**config.mk**
```make
export PLATFORM = sky130hd
export DESIGN_NAME = des_round_seq
export DESIGN_NICKNAME = d
export VERILOG_FILES = /design/src/rtl/des_pkg.sv /design/src/rtl/des_round_seq.sv
export SDC_FILE = /design/constraint.sdc
export NUM_CORES = 1
export LEC_CHECK = 0
export ABC_AREA = 1
export CAP_MARGIN = 20
export CORE_MARGIN = 2
export CORE_UTILIZATION = 47
export CTS_CLUSTER_DIAMETER = 100
export CTS_CLUSTER_SIZE = 28
export DETAILED_ROUTE_END_ITERATION = 8
export PLACE_DENSITY = 0.77
export SLEW_MARGIN = 20
export SYNTH_ARGS = -nofsm -noshare
export SYNTH_HDL_FRONTEND = slang
export SYNTH_SLANG_ARGS = --single-unit
```
**constraint.sdc**
```tcl
create_clock -name clk -period 1.6 [get_ports clk]
set_input_delay 0.32 -clock clk [delete_from_list [all_inputs] [get_ports clk]]
set_output_delay 0.32 -clock clk [all_outputs]
set_load 0.01 [all_outputs]
```
**src/rtl/des_pkg.sv**
```systemverilog
// rtl/des_pkg.sv - shared DES sequencer types and constants
package des_pkg;

  typedef enum logic [1:0] {
    ST_IDLE  = 2'd0,
    ST_ROUND = 2'd1,
    ST_FINAL = 2'd2,
    ST_DONE  = 2'd3
  } des_state_e;

  localparam int DES_ROUNDS = 16;
  localparam int DES_IDX_W  = 4;

  localparam logic MODE_ENC = 1'b0;
  localparam logic MODE_DEC = 1'b1;

endpackage

```
**src/rtl/des_round_seq.sv**
```systemverilog
// rtl/des_round_seq.sv - iterative DES round sequencer (control only, no data path)
module des_round_seq
  import des_pkg::*;
#(
  parameter int ROUNDS = DES_ROUNDS,
  parameter int IDX_W  = DES_IDX_W,
  parameter int CNT_W  = 16
) (
  input  logic             clk,
  input  logic             rst_n,
  input  logic             in_valid,
  output logic             in_ready,
  input  logic             decrypt_in,
  input  logic             abort,
  output logic             dp_load,
  output logic             dp_round_en,
  output logic [IDX_W-1:0] dp_round_idx,
  output logic [IDX_W-1:0] dp_kidx,
  output logic             dp_last,
  output logic             dp_capture,
  output logic             out_valid,
  input  logic             out_ready,
  output logic             busy,
  output logic [CNT_W-1:0] blk_cnt
);

  localparam logic [IDX_W-1:0] LAST_IDX = IDX_W'(ROUNDS - 1);

  des_state_e       state_q, state_d;
  logic [IDX_W-1:0] idx_q, idx_d;
  logic             decrypt_q, decrypt_d;
  logic [CNT_W-1:0] cnt_q, cnt_d;
  logic             is_last;

  // dp_last and the ROUND->FINAL transition share this single compare
  assign is_last = (idx_q == LAST_IDX);

  always_ff @(posedge clk or negedge rst_n) begin
    if (!rst_n) begin
      state_q   <= ST_IDLE;
      idx_q     <= '0;
      decrypt_q <= MODE_ENC;
      cnt_q     <= '0;
    end else begin
      state_q   <= state_d;
      idx_q     <= idx_d;
      decrypt_q <= decrypt_d;
      cnt_q     <= cnt_d;
    end
  end

  always_comb begin
    state_d      = state_q;
    idx_d        = idx_q;
    decrypt_d    = decrypt_q;
    cnt_d        = cnt_q;
    in_ready     = 1'b0;
    dp_load      = 1'b0;
    dp_round_en  = 1'b0;
    dp_round_idx = '0;
    dp_kidx      = '0;
    dp_last      = 1'b0;
    dp_capture   = 1'b0;
    out_valid    = 1'b0;

    case (state_q)
      ST_IDLE: begin
        in_ready = 1'b1;
        if (in_valid) begin
          dp_load   = 1'b1;
          decrypt_d = decrypt_in;
          idx_d     = '0;
          state_d   = ST_ROUND;
        end
      end
      ST_ROUND: begin
        dp_round_en  = 1'b1;
        dp_round_idx = idx_q;
        dp_kidx      = (decrypt_q == MODE_DEC) ? (LAST_IDX - idx_q) : idx_q;
        dp_last      = is_last;
        if (is_last) begin
          idx_d   = '0;
          state_d = ST_FINAL;
        end else begin
          idx_d = idx_q + IDX_W'(1);
        end
      end
      ST_FINAL: begin
        dp_capture = 1'b1;
        state_d    = ST_DONE;
      end
      ST_DONE: begin
        out_valid = 1'b1;
        in_ready  = out_ready;
        if (out_ready) begin
          cnt_d = cnt_q + CNT_W'(1);
          if (in_valid) begin
            dp_load   = 1'b1;
            decrypt_d = decrypt_in;
            idx_d     = '0;
            state_d   = ST_ROUND;
          end else begin
            state_d = ST_IDLE;
          end
        end
      end
      default: state_d = ST_IDLE;
    endcase

    // Abort wins over every transition and blocks acceptance and capture
    if (abort) begin
      state_d    = ST_IDLE;
      idx_d      = '0;
      decrypt_d  = decrypt_q;
      cnt_d      = cnt_q;
      in_ready   = 1'b0;
      dp_load    = 1'b0;
      dp_capture = 1'b0;
    end
  end

  assign busy    = (state_q != ST_IDLE);
  assign blk_cnt = cnt_q;

endmodule

```
# After elaboration in Yosys (flattened, before gate mapping)
# Index checks and enable logic that the tools add are counted.
totals:
  regBits: 23
  in_bits: 6
  output_inout_bits: 31
  elab_cells: 52
op_classes:
  add_sub_neg: 3
  eq_ne: 8
  n_mux: 28
  bitwise_logic: 1
  n_reduce_logical: 8
ops:
  columns: ["op", "n"]
  rows:
  - ["$mux 4", 7]
  - ["$add 16x1->16 const B", 1]
  - ["$mux 1", 12]
  - ["$pmux 4 s3", 1]
  - ["$ne 3x3->1 const B", 3]
  - ["$reduce_and 3->1", 3]
  - ["$mux 2", 4]
  - ["$pmux 2 s4", 1]
  - ["$pmux 1 s2", 3]
  - ["$add 4x1->4 const B", 1]
  - ["$eq 2x2->1 const B", 2]
  - ["$eq 4x4->1 const B", 1]
  - ["$reduce_bool 2->1", 2]
  - ["$reduce_bool 4->1", 1]
  - ["$sub 4x4->4 const A", 1]
  - ["$eq 2x1->1 const B", 1]
  - ["$logic_not 2->1", 1]
  - ["$ne 2x2->1 const B", 1]
  - ["$reduce_and 2->1", 1]
  - ["$not 1->1", 1]

# Longest topological paths before layout
depth:
  word_depth: 4
  ltp_mapped: 8
  ltp_nobuf: 8

# Worst setup path before layout
# No wires, ideal clock.
synth_path:
  kind: "register -> output"
  start: "register state_q[1]"
  end: "output port dp_kidx[0]"
  arrival_ps: 1334
  slack_ps: -54
  stages_incl_launch_ff: 6
  n_path_buf: 1
  cell_sequence: "dfrtp_1 > inv_1 > ha_1 > clkbuf_1 > o21ai_0 > a21oi_1"
synth_via:
  elab_chain_len: 2
synth_lines:
  columns: ["item", "line_no", "rtl"]
  rows:
  - ["start: declaration", "des_round_seq.sv:29", "des_state_e state_q, state_d;"]
  - ["start signal: assignment", "des_round_seq.sv:45", "state_q <= state_d;"]
  - ["$eq 2x1->1", "des_round_seq.sv:66", "case (state_q)"]
  - ["$mux 4", "des_round_seq.sv:66", null]
  - ["end: declaration", "des_round_seq.sv:18", "output logic [IDX_W-1:0] dp_kidx,"]
# Every way passes these cells.

# Worst setup path after layout
layout_path:
  start: "register state_q[0]"
  end: "output port dp_kidx[1]"
# The elaborated chain is that of the path after synthesis.

==> run summary <==
Run
• Maximum Capacitance Violations: 0

Clock network
• root buf cell: sky130_fd_sc_hd__clkbuf_4
• clock input transition at the sequential cells of the worst setup and hold paths: 0.13 ns
• CTS Sinks: 23
• number of buffers on the longest clock path: 2
• number of buffers inserted during clock tree synthesis: 3
• CTS Hold Bufs: 0
• clock latency reported for the late side of the worst-skew pair: 0.31 ns
• H-tree lvl count: 1
• TritonCTS clock tree: yes

Global route
• maximum number of pins on one net before global-route repair: 24
• vias in the first global route: 1,318
• initial antenna violation count: 0
• residual overflow from global routing: 0
• total routing usage reported by global routing: 21.3%
• wire length of the first global-routing pass: 5.71 mm

Power and ir drop
• power share of the clock group: 11.0%
• switching power share of the total: 38.1%
• P_leak: 1.26 nW
• cell internal pwr: 1.50 mW
• power density over the cells: 1050 nW/um^2
• Logic pwr share: 57.4%
• Net Switching: 0.920 mW
• sequential fraction of design power: 31.6%
• Worst IR Drop VDD: 0.928 mV

Route
• wire length per cell: 11.3 um
• overall routed net length: 3.45 mm
• number of iterations in the first detailed-routing pass: 4
• count of vias placed by the detailed router: 1,440
• DR DRC count: 0
• vias per inst: 4.71
• initial drt markers: 40
• Antenna Nets Post-Route: 0

Setup path
• WP data required: 1.28 ns
• worst path bufs/invs: 2
• max incr delay on CP: 0.44 ns
• maximum net fanout on the critical path: 8
• category of the worst setup path launch point: flip-flop
• Worst Path Arrival: 1.45 ns
• type of the worst setup path: reg2out
• ordered cell list for the critical path: buf_6 -> ha_4 -> o21ai_2 -> a21oi_2 -> buf_2
• cell type group with the largest total delay on the critical path: flip-flops
• critical path capture point type: output pin
• highest-delay cell along the critical path: sky130_fd_sc_hd__dfrtp_1

STA
• fraction of the cycle the final worst path needs: 111%
• Worst Max-Slew Pin Slew: 0.371 ns
• total of endpoints with negative setup slack in the final report: 17
• setup total negative slack: -1.30 ns
• Slew headroom: 75.2%
• Final Hold Fails: 0
• setup skew after layout: 0.00661 ns
• slack of the critical path: -0.172 ns
• minimum period implied by the final worst setup slack: 1.77 ns
• unrepaired setup endpoints after global routing: true
• maximum clock frequency: 0.564 GHz
• final count of pins violating max slew: 0

Finish
• post-layout utilization of the core: 77.4%
• number of nets at the end of the flow: 286
• top library cells by usage in the layout, fill and taps aside: sky130_fd_sc_hd__buf_4 (47), sky130_fd_sc_hd__nand2_1 (37), sky130_fd_sc_hd__inv_1 (24)
• Antenna diodes: 0
• layout overhead on the synthesized area: 61.1%
• most frequent standard cell in the layout excluding fill and tap cells: sky130_fd_sc_hd__buf_4
• fraction of layout cells with a size suffix above 1: 40.3%

Placement
• port bufs: 36
• routability-driven placement congestion ratio: 0.792
• detailed placer's ending HPWL: 2.55 mm

Status
• violations in the final reports: negative setup slack
• result of the run: finished, violations left

Synth
• number of warnings printed during yosys synthesis: 0
• post-synth top area share: 40.2%
• biggest area consumer among synthesized cells: sky130_fd_sc_hd__dfrtp_1
• cell area after synthesis: 1430 sq um
• post-synthesis net count: 196
• post-synthesis area per instance: 7.78 sq um
• number of instances in the synthesized netlist: 184
• post-synth cell types: 19
• flip-flop and latch count after synthesis: 23
• proportion of synthesized chip area in sequential cells: 40.2%
• cells taking the most area after synthesis: sky130_fd_sc_hd__dfrtp_1 (40%), sky130_fd_sc_hd__nand2_1 (11%), sky130_fd_sc_hd__inv_1 (7.6%), sky130_fd_sc_hd__ha_1 (5.2%), sky130_fd_sc_hd__nor2_1 (5.2%)

Die
• Die Span Y: 59.2 um
• ports placed on the boundary: 37
• horizontal die dimension: 59.2 um
• core box area: 2980 sq um
• die area: 3500 sq um
• effective utilization at floorplan: 48.1%
• number of placement rows: 20

Min path
• worst min-delay path category: in2async

[synthesized netlist by cell type, drive strengths merged]
master	number
nand2	49
inv	29
dfrtp	23
nor2	23
o21ai	13
nand3	11
nand4	8
a21oi	7
xnor2	7
ha	6
xor2	5
clkbuf	2
or2	1
[logic make-up (layout without fill, tap and decap cells)]
| group | Yosys count | count (layout) | synth area share (%) |
|---|---|---|---|
| AND/OR/NAND/NOR | 92 | 92 | 30.8 |
| XOR/XNOR | 12 | 12 | 8.39 |
| buffers and inverters | 31 | 120 | 8.13 |
| flip-flops | 23 | 23 | 40.2 |
| adder cells (fa/ha/maj) | 6 | 6 | 5.24 |
| AO/OA/AOI/OAI | 20 | 20 | 7.26 |
[area by class of cell]
cell class / instances / area, sq um
Clock buffer: 3 / 22.5
Clock inverter: 1 / 5.00
Fill cell: 212 / 672
Inverter: 29 / 109
Multi-Input combinational cell: 130 / 845
Sequential cell: 23 / 577
Tap cell: 33 / 41.3
Timing Repair Buffer: 87 / 707
[metrics by stage]
stage          hold WS [ns]  instance area (sq um)  setup slack, ns  instances  power, mW
2_1_floorplan        0.0244                   1430           0.0312        184       1.23
3_3_place_gp          0.508                   2070           -0.316        283       1.84
3_5_place_dp          0.509                   2070           -0.391        283       1.86
4_1_cts               0.360                   2210           -0.190        303       2.25
5_1_grt               0.364                   2310           -0.238        306       2.58
6_report              0.346                   2310           -0.172        306       2.42
[layer usage]
| layer | global-route usage (%) | up-vias | routed length [um] |
|---|---|---|---|
| li1 | - | 752 | - |
| met1 | 29.3 | 658 | 1660 |
| met3 | 3.93 | 6 | 91 |
| met2 | 35.2 | 24 | 1630 |
| met5 | 0 | - | 0 |
| met4 | 4.55 | 0 | 72 |
[worst paths after layout]
path                                             start                      end  slack [ns]  cells after the start
worst max-delay path            state_q[0]$_DFFE_PN0P_               dp_kidx[1]       -0.17                      5
worst min-delay path                             rst_n   blk_cnt[8]$_DFFE_PN0P_        0.35                      2
worst max register to register  state_q[0]$_DFFE_PN0P_  blk_cnt[11]$_DFFE_PN0P_       -0.01                      9
worst min register to register  blk_cnt[6]$_DFFE_PN0P_   blk_cnt[6]$_DFFE_PN0P_        0.56                      2
max in group asynchronous                        rst_n   blk_cnt[9]$_DFFE_PN0P_        1.02                      2
min in group clk                            decrypt_in    decrypt_q$_DFFE_PN0P_        0.56                      3
[sequential cells by signal, indices dropped and copies added, names as in the netlist]
signal,flops
idx_q,4
blk_cnt,16
decrypt_q,1
state_q,2
[power groups by stage]
| stage | Clock, mW | Combinational, mW | Sequential [mW] |
|---|---|---|---|
| floorplan | 0 | 0.461 | 0.766 |
| detailed placement | 0 | 1.09 | 0.775 |
| CTS | 0.267 | 1.23 | 0.752 |
| finish | 0.265 | 1.39 | 0.764 |
| global placement | 0 | 1.06 | 0.773 |
| global route | 0.291 | 1.51 | 0.778 |
[repair_timing]
action                     4_1_cts  5_1_grt
resized for setup               78       27
setup endpoints to repair       35       35
pin swaps                        2        5
hold endpoints to repair         0        0
buffers inserted                16        3
Note: power is estimated with default switching activity, not from simulation.
